===== src/rtl/mem_ctrl_pkg.sv =====
// Shared encodings for the external byte-bus controller.
// State codes and the IO address window.
package mem_ctrl_pkg;

  typedef enum logic [2:0] {
    MC_IDLE   = 3'd0,
    MC_IREAD  = 3'd1,
    MC_DREAD  = 3'd2,
    MC_DWRITE = 3'd3,
    MC_COOL   = 3'd4
  } mc_state_t;

  localparam int IO_RANGE_HI = 17;
  localparam int IO_RANGE_LO = 16;

  localparam logic [1:0] LEN_WORD = 2'd3;

endpackage


===== src/rtl/mem_ctrl.sv =====
// Owner of the 8-bit RAM/IO bus: serialises icache refills and
// LSB loads/stores into little-endian byte transfers.
module mem_ctrl
  import mem_ctrl_pkg::*;
#(
  parameter int         ADDR_W = 32,
  parameter logic [1:0] IO_HI  = 2'b11
) (
  input  logic              clk,
  input  logic              rst,
  input  logic              rdy,
  input  logic [7:0]        mem_din,
  output logic [7:0]        mem_dout,
  output logic [ADDR_W-1:0] mem_a,
  output logic              mem_wr,
  input  logic              io_buffer_full,
  input  logic              instr_in_enable,
  input  logic [ADDR_W-1:0] instr_in_addr,
  output logic              instr_in_valid,
  output logic [31:0]       instr_in,
  input  logic              clr,
  input  logic              lsb_enable,
  input  logic              lsb_wr,
  input  logic [1:0]        lsb_len,
  input  logic [ADDR_W-1:0] lsb_addr,
  input  logic [31:0]       lsb_wdata,
  output logic              lsb_done,
  output logic [31:0]       lsb_rdata
);

  mc_state_t         state_q, state_d;
  logic [2:0]        cnt_q, cnt_d;
  logic [ADDR_W-1:0] addr_q, addr_d;
  logic [1:0]        len_q, len_d;
  logic [31:0]       wdata_q, wdata_d;
  logic [31:0]       data_q, data_d;
  logic [ADDR_W-1:0] mem_a_q, mem_a_d;
  logic [7:0]        dout_q, dout_d;
  logic              ivalid_q, ivalid_d;
  logic [31:0]       instr_q, instr_d;
  logic              done_q, done_d;
  logic [31:0]       rdata_q, rdata_d;

  logic              io_blocked;
  logic [2:0]        idx;

  assign io_blocked = lsb_enable && lsb_wr && io_buffer_full
                   && (lsb_addr[IO_RANGE_HI:IO_RANGE_LO] == IO_HI);

  always_comb begin
    state_d  = state_q;
    cnt_d    = cnt_q;
    addr_d   = addr_q;
    len_d    = len_q;
    wdata_d  = wdata_q;
    data_d   = data_q;
    mem_a_d  = mem_a_q;
    dout_d   = dout_q;
    ivalid_d = 1'b0;
    instr_d  = instr_q;
    done_d   = 1'b0;
    rdata_d  = rdata_q;
    idx      = cnt_q - 3'd2;
    unique case (state_q)
      MC_IDLE: begin
        // A blocked IO store still owns the bus so ordering is kept
        if (lsb_enable) begin
          if (!io_blocked) begin
            addr_d  = lsb_addr;
            len_d   = lsb_len;
            wdata_d = lsb_wdata;
            data_d  = '0;
            mem_a_d = lsb_addr;
            cnt_d   = 3'd1;
            if (lsb_wr) begin
              state_d = MC_DWRITE;
              dout_d  = lsb_wdata[7:0];
            end else begin
              state_d = MC_DREAD;
            end
          end
        end else if (instr_in_enable && !clr) begin
          addr_d  = instr_in_addr;
          len_d   = LEN_WORD;
          data_d  = '0;
          mem_a_d = instr_in_addr;
          cnt_d   = 3'd1;
          state_d = MC_IREAD;
        end
      end
      MC_IREAD, MC_DREAD: begin
        if (state_q == MC_IREAD && clr) begin
          state_d = MC_COOL;
        end else begin
          cnt_d = cnt_q + 3'd1;
          if (cnt_q <= {1'b0, len_q})
            mem_a_d = addr_q + ADDR_W'(cnt_q);
          // RAM data trails its address by two edges
          if (cnt_q >= 3'd2) begin
            data_d[{idx[1:0], 3'b000} +: 8] = mem_din;
            if (idx == {1'b0, len_q}) begin
              state_d = MC_COOL;
              if (state_q == MC_IREAD) begin
                instr_d  = data_d;
                ivalid_d = 1'b1;
              end else begin
                rdata_d = data_d;
                done_d  = 1'b1;
              end
            end
          end
        end
      end
      MC_DWRITE: begin
        if (cnt_q > {1'b0, len_q}) begin
          state_d = MC_COOL;
          done_d  = 1'b1;
        end else begin
          mem_a_d = addr_q + ADDR_W'(cnt_q);
          dout_d  = wdata_q[{cnt_q[1:0], 3'b000} +: 8];
          cnt_d   = cnt_q + 3'd1;
        end
      end
      MC_COOL: state_d = MC_IDLE;
      default: state_d = MC_IDLE;
    endcase
  end

  always_ff @(posedge clk) begin
    if (rst) begin
      state_q  <= MC_IDLE;
      cnt_q    <= '0;
      addr_q   <= '0;
      len_q    <= '0;
      wdata_q  <= '0;
      data_q   <= '0;
      mem_a_q  <= '0;
      dout_q   <= '0;
      ivalid_q <= 1'b0;
      instr_q  <= '0;
      done_q   <= 1'b0;
      rdata_q  <= '0;
    end else if (rdy) begin
      state_q  <= state_d;
      cnt_q    <= cnt_d;
      addr_q   <= addr_d;
      len_q    <= len_d;
      wdata_q  <= wdata_d;
      data_q   <= data_d;
      mem_a_q  <= mem_a_d;
      dout_q   <= dout_d;
      ivalid_q <= ivalid_d;
      instr_q  <= instr_d;
      done_q   <= done_d;
      rdata_q  <= rdata_d;
    end
  end

  // Gating with rdy keeps a frozen byte from being written twice
  assign mem_wr = rdy && (state_q == MC_DWRITE);

  assign mem_a          = mem_a_q;
  assign mem_dout       = dout_q;
  assign instr_in_valid = ivalid_q;
  assign instr_in       = instr_q;
  assign lsb_done       = done_q;
  assign lsb_rdata      = rdata_q;

endmodule


===== config.mk =====
export PLATFORM = sky130hd
export DESIGN_NAME = mem_ctrl
export DESIGN_NICKNAME = d
export VERILOG_FILES = /design/src/rtl/mem_ctrl_pkg.sv /design/src/rtl/mem_ctrl.sv
export SDC_FILE = /design/constraint.sdc
export NUM_CORES = 1
export LEC_CHECK = 0
export CAP_MARGIN = 20
export CORE_ASPECT_RATIO = 0.9
export CORE_MARGIN = 10
export CORE_UTILIZATION = 45
export CTS_CLUSTER_DIAMETER = 40
export DETAILED_ROUTE_END_ITERATION = 8
export GPL_TIMING_DRIVEN = 0
export HOLD_SLACK_MARGIN = 0.1
export PLACE_DENSITY = 0.78
export SLEW_MARGIN = 30
export SYNTH_ARGS = -nofsm -noshare
export SYNTH_HDL_FRONTEND = slang
export SYNTH_SLANG_ARGS = --single-unit

===== constraint.sdc =====
create_clock -name clk -period 5.5 [get_ports clk]
set_clock_uncertainty 0.2 [all_clocks]
set_input_delay 1.1 -clock clk [delete_from_list [all_inputs] [get_ports clk]]
set_output_delay 1.1 -clock clk [all_outputs]
set_load 0.02 [all_outputs]

==> flow_summary_export.csv <==
group,metric,value,unit
run,cap_violations,0,
critical_path,endpoint_kind,"flip-flop",
run_status,outcome,"complete, no violations",
placement,dp_hpwl,24000,um
global_routing,grt_pass1_vias,8838,
routing,drt_iter0_markers,722,
timing,max_clock_freq,243,MHz
timing,tns,0,ns
floorplanning,fp.dieW,174,um
global_routing,grt_pass1_wl,49600,um
floorplanning,die_h,158,um
floorplanning,pin_count,221,
cells_and_area,seq_area,0.00420,mm^2
timing,max-slew-margin-rel,40.0,%
floorplanning,rows,50,
routing,dr.pass1.iters,5,
power,peakVddDrop,0.241,mV
power,leakage,4.62,nW
synth,synth_cell_type_count,51,
synth,synthesis.nets,1220,
cells_and_area,design_area,0.0131,mm^2
power,p_sw_share,35.1,%
synth,synthCells,1093,
global_routing,antenna_found_initial,2,
routing,viasPerCell,5.57,
power,intPower,3.58,mW
routing,drc,0,
timing,worst_pin_slew,0.900,ns
power,p_comb_share,31.8,%
synth,ys.warnings.count,0,
clocking,cts_buffer_depth,3,
critical_path,cp.arrival,4.35,ns
timing,finalHoldViolations,0,
placement,placed_area,0.0121,mm^2
cells_and_area,final_common_cell,"clkdlybuf4s50_1",
clocking,cts_hold_buffers,0,
timing,period_needed,4.12,ns
clocking,cts_buffers,28,
synth,ys_seq_elements,210,
synth,asyncSetResetFlopFracSynth,0,%
placement,io_buffer_count,220,
cells_and_area,drive_above_1_share,7.25,%
floorplanning,coreArea,0.0208,mm^2
synth,ys_seq_area_share,44.0,%
routing,wl_per_cell,19.5,um
cells_and_area,syn_to_final_growth,37.3,%
hold_path,hp-class,"flip-flop to flip-flop",
power,p_per_area,420,mW/mm^2
clocking,clkLatencyLatePin,0.53,ns
cells_and_area,multi_input_area,0.00495,mm^2
clocking,postCtsSetupRepairBufs,0,
synth,synth_edf_count,0,
clocking,clkSinkCount,210,
critical_path,cp_max_fo,10,
clocking,tritoncts,"built",
timing,setup_viol,0,
routing,dr_total_vias,9198,
global_routing,grt-ovfl-total,0,
floorplanning,die-area,0.0275,mm^2
power,pwr-share-seq,33.8,%
clocking,cts_resized,0,
power,clkPwrFrac,34.3,%
critical_path,path_class,"flip-flop to flip-flop",
clocking,cts.htree.levels,1,
routing,route.antenna.remaining_nets,0,
synth,synthFlopType,"dfxtp_1",
synth,netlist_area,0.00956,mm^2
timing,rsz0062_at_grt,"no",
timing,min_period_over_period,75.0,%
clocking,cts.clk_slew.worst_paths,0.06,ns
floorplanning,initial_utilization,45.9,%
cells_and_area,nFillCells,1797,
synth,syn_area_per_cell,8.75,um^2
clocking,cts-root-buf,"clkbuf_16",
global_routing,grt_max_degree,14,
global_routing,grt_use_total,22.3,%
cells_and_area,final_cell_mix,"220 x clkdlybuf4s50_1, 210 x dfxtp_1, 160 x nor2_1",
timing,slew_viol_final,0,
placement,gp_congestion,0.959,
power,switchingPower,1.94,mW
cells_and_area,finalNetCount,1470,
routing,routed_wl,32300,um
critical_path,required,5.73,ns
critical_path,startpoint_type,"flip-flop",
[Yosys cell counts, drive strengths merged, types with 22 or more instances]
master | number | share of area (%)
a211oi | 96 | 7.5
a21oi | 103 | 5.4
buf | 26 | 1.7
clkbuf | 57 | 2.2
dfxtp | 210 | 44
mux2i | 73 | 7.6
nand2 | 109 | 4.3
nor2 | 160 | 6.3
nor2b | 34 | 2.2
o211ai | 22 | 1.7
or3 | 34 | 2.3
xnor2 | 22 | 2.0
[cells by family (layout without fill, tap and decap cells)]
logic type | Yosys count | count (layout) | synth area share (%)
compound gates | 243 | 243 | 16.2
mux | 92 | 92 | 10.8
flops | 210 | 210 | 44.0
xor+xnor | 29 | 29 | 2.66
other cells | 0 | 1 | 0
fa+ha+maj | 13 | 13 | 1.78
simple gates | 412 | 412 | 20.2
buf+inv | 94 | 366 | 4.36
[area by class of cell]
type / instances / area share (%)
clock buffer: 35 / 6.01
buffer: 83 / 2.86
inverter: 11 / 0.315
clock inverter: 17 / 1.53
timing repair buffer: 220 / 16.8
tap: 286 / 2.73
sequential: 210 / 32.0
antenna: 1 / 0.0191
multi-input combinational: 789 / 37.7
[routing by layer]
metal,wire (um),global-route usage [%],vias up,share of wire [%]
met2,14400,35.1,415,45
met1,13800,28.8,4341,43
li1,-,-,4369,-
met3,3110,6.46,71,9.6
met4,933,7.36,2,2.9
met5,13,0,-,0.040
[registers in the layout (all words and copies together), names as in the netlist]
name and count:
len_q 2, cnt_q 3, instr_in_valid 1, data_q 32
lsb_done 1, wdata_q 32, mem_dout 8, mem_a 32
lsb_rdata 32, state_q 3, addr_q 32, instr_in 32
[worst paths after layout]
check | slack (ns) | start | cells past startpoint | to
min | 0.25 | data_q[29]$_SDFFE_PP0P_ | 2 | data_q[29]$_SDFFE_PP0P_
max reg2reg | 1.38 | cnt_q[1]$_SDFFE_PP0P_ | 11 | lsb_rdata[27]$_SDFFE_PP0P_
min reg2reg | 0.25 | data_q[29]$_SDFFE_PP0P_ | 2 | data_q[29]$_SDFFE_PP0P_
max | 1.38 | cnt_q[1]$_SDFFE_PP0P_ | 11 | lsb_rdata[27]$_SDFFE_PP0P_
[critical path, stage by stage (launching register included)]
cell and delay [ns]:
dfxtp_1 0.55, clkbuf_1 0.61, inv_1 0.20, ha_1 0.33
nand2_1 0.04, nor3_1 0.32, nand2_1 0.13, nor4b_1 0.30
clkbuf_1 0.50, clkbuf_1 0.50, nor2_1 0.09, a211oi_1 0.26
[power by group through the flow]
| stage | registers [mW] | logic [mW] | clock network (mW) |
|---|---|---|---|
| floorplan | 1.97 | 1.01 | 0 |
| global placement | 1.89 | 1.70 | 0 |
| detailed placement | 1.89 | 1.73 | 0 |
| CTS | 1.86 | 1.74 | 1.91 |
| global route | 1.89 | 1.91 | 1.97 |
| finish | 1.87 | 1.76 | 1.89 |
[stage by stage]
stage,worst slack [ns],power [mW],std cells,hold WS (ns),utilization [%]
final,1.38,5.51,1652,0.246,63.0
after global routing,1.09,5.77,1651,0.260,63.0
after CTS,1.40,5.51,1651,0.247,62.9
after detailed placement,1.42,3.62,1599,0.238,58.2
after global placement,1.51,3.58,1599,0.233,58.2
after floorplan,2.57,2.97,1093,0.227,-
Power figures use the tool's default switching activity.
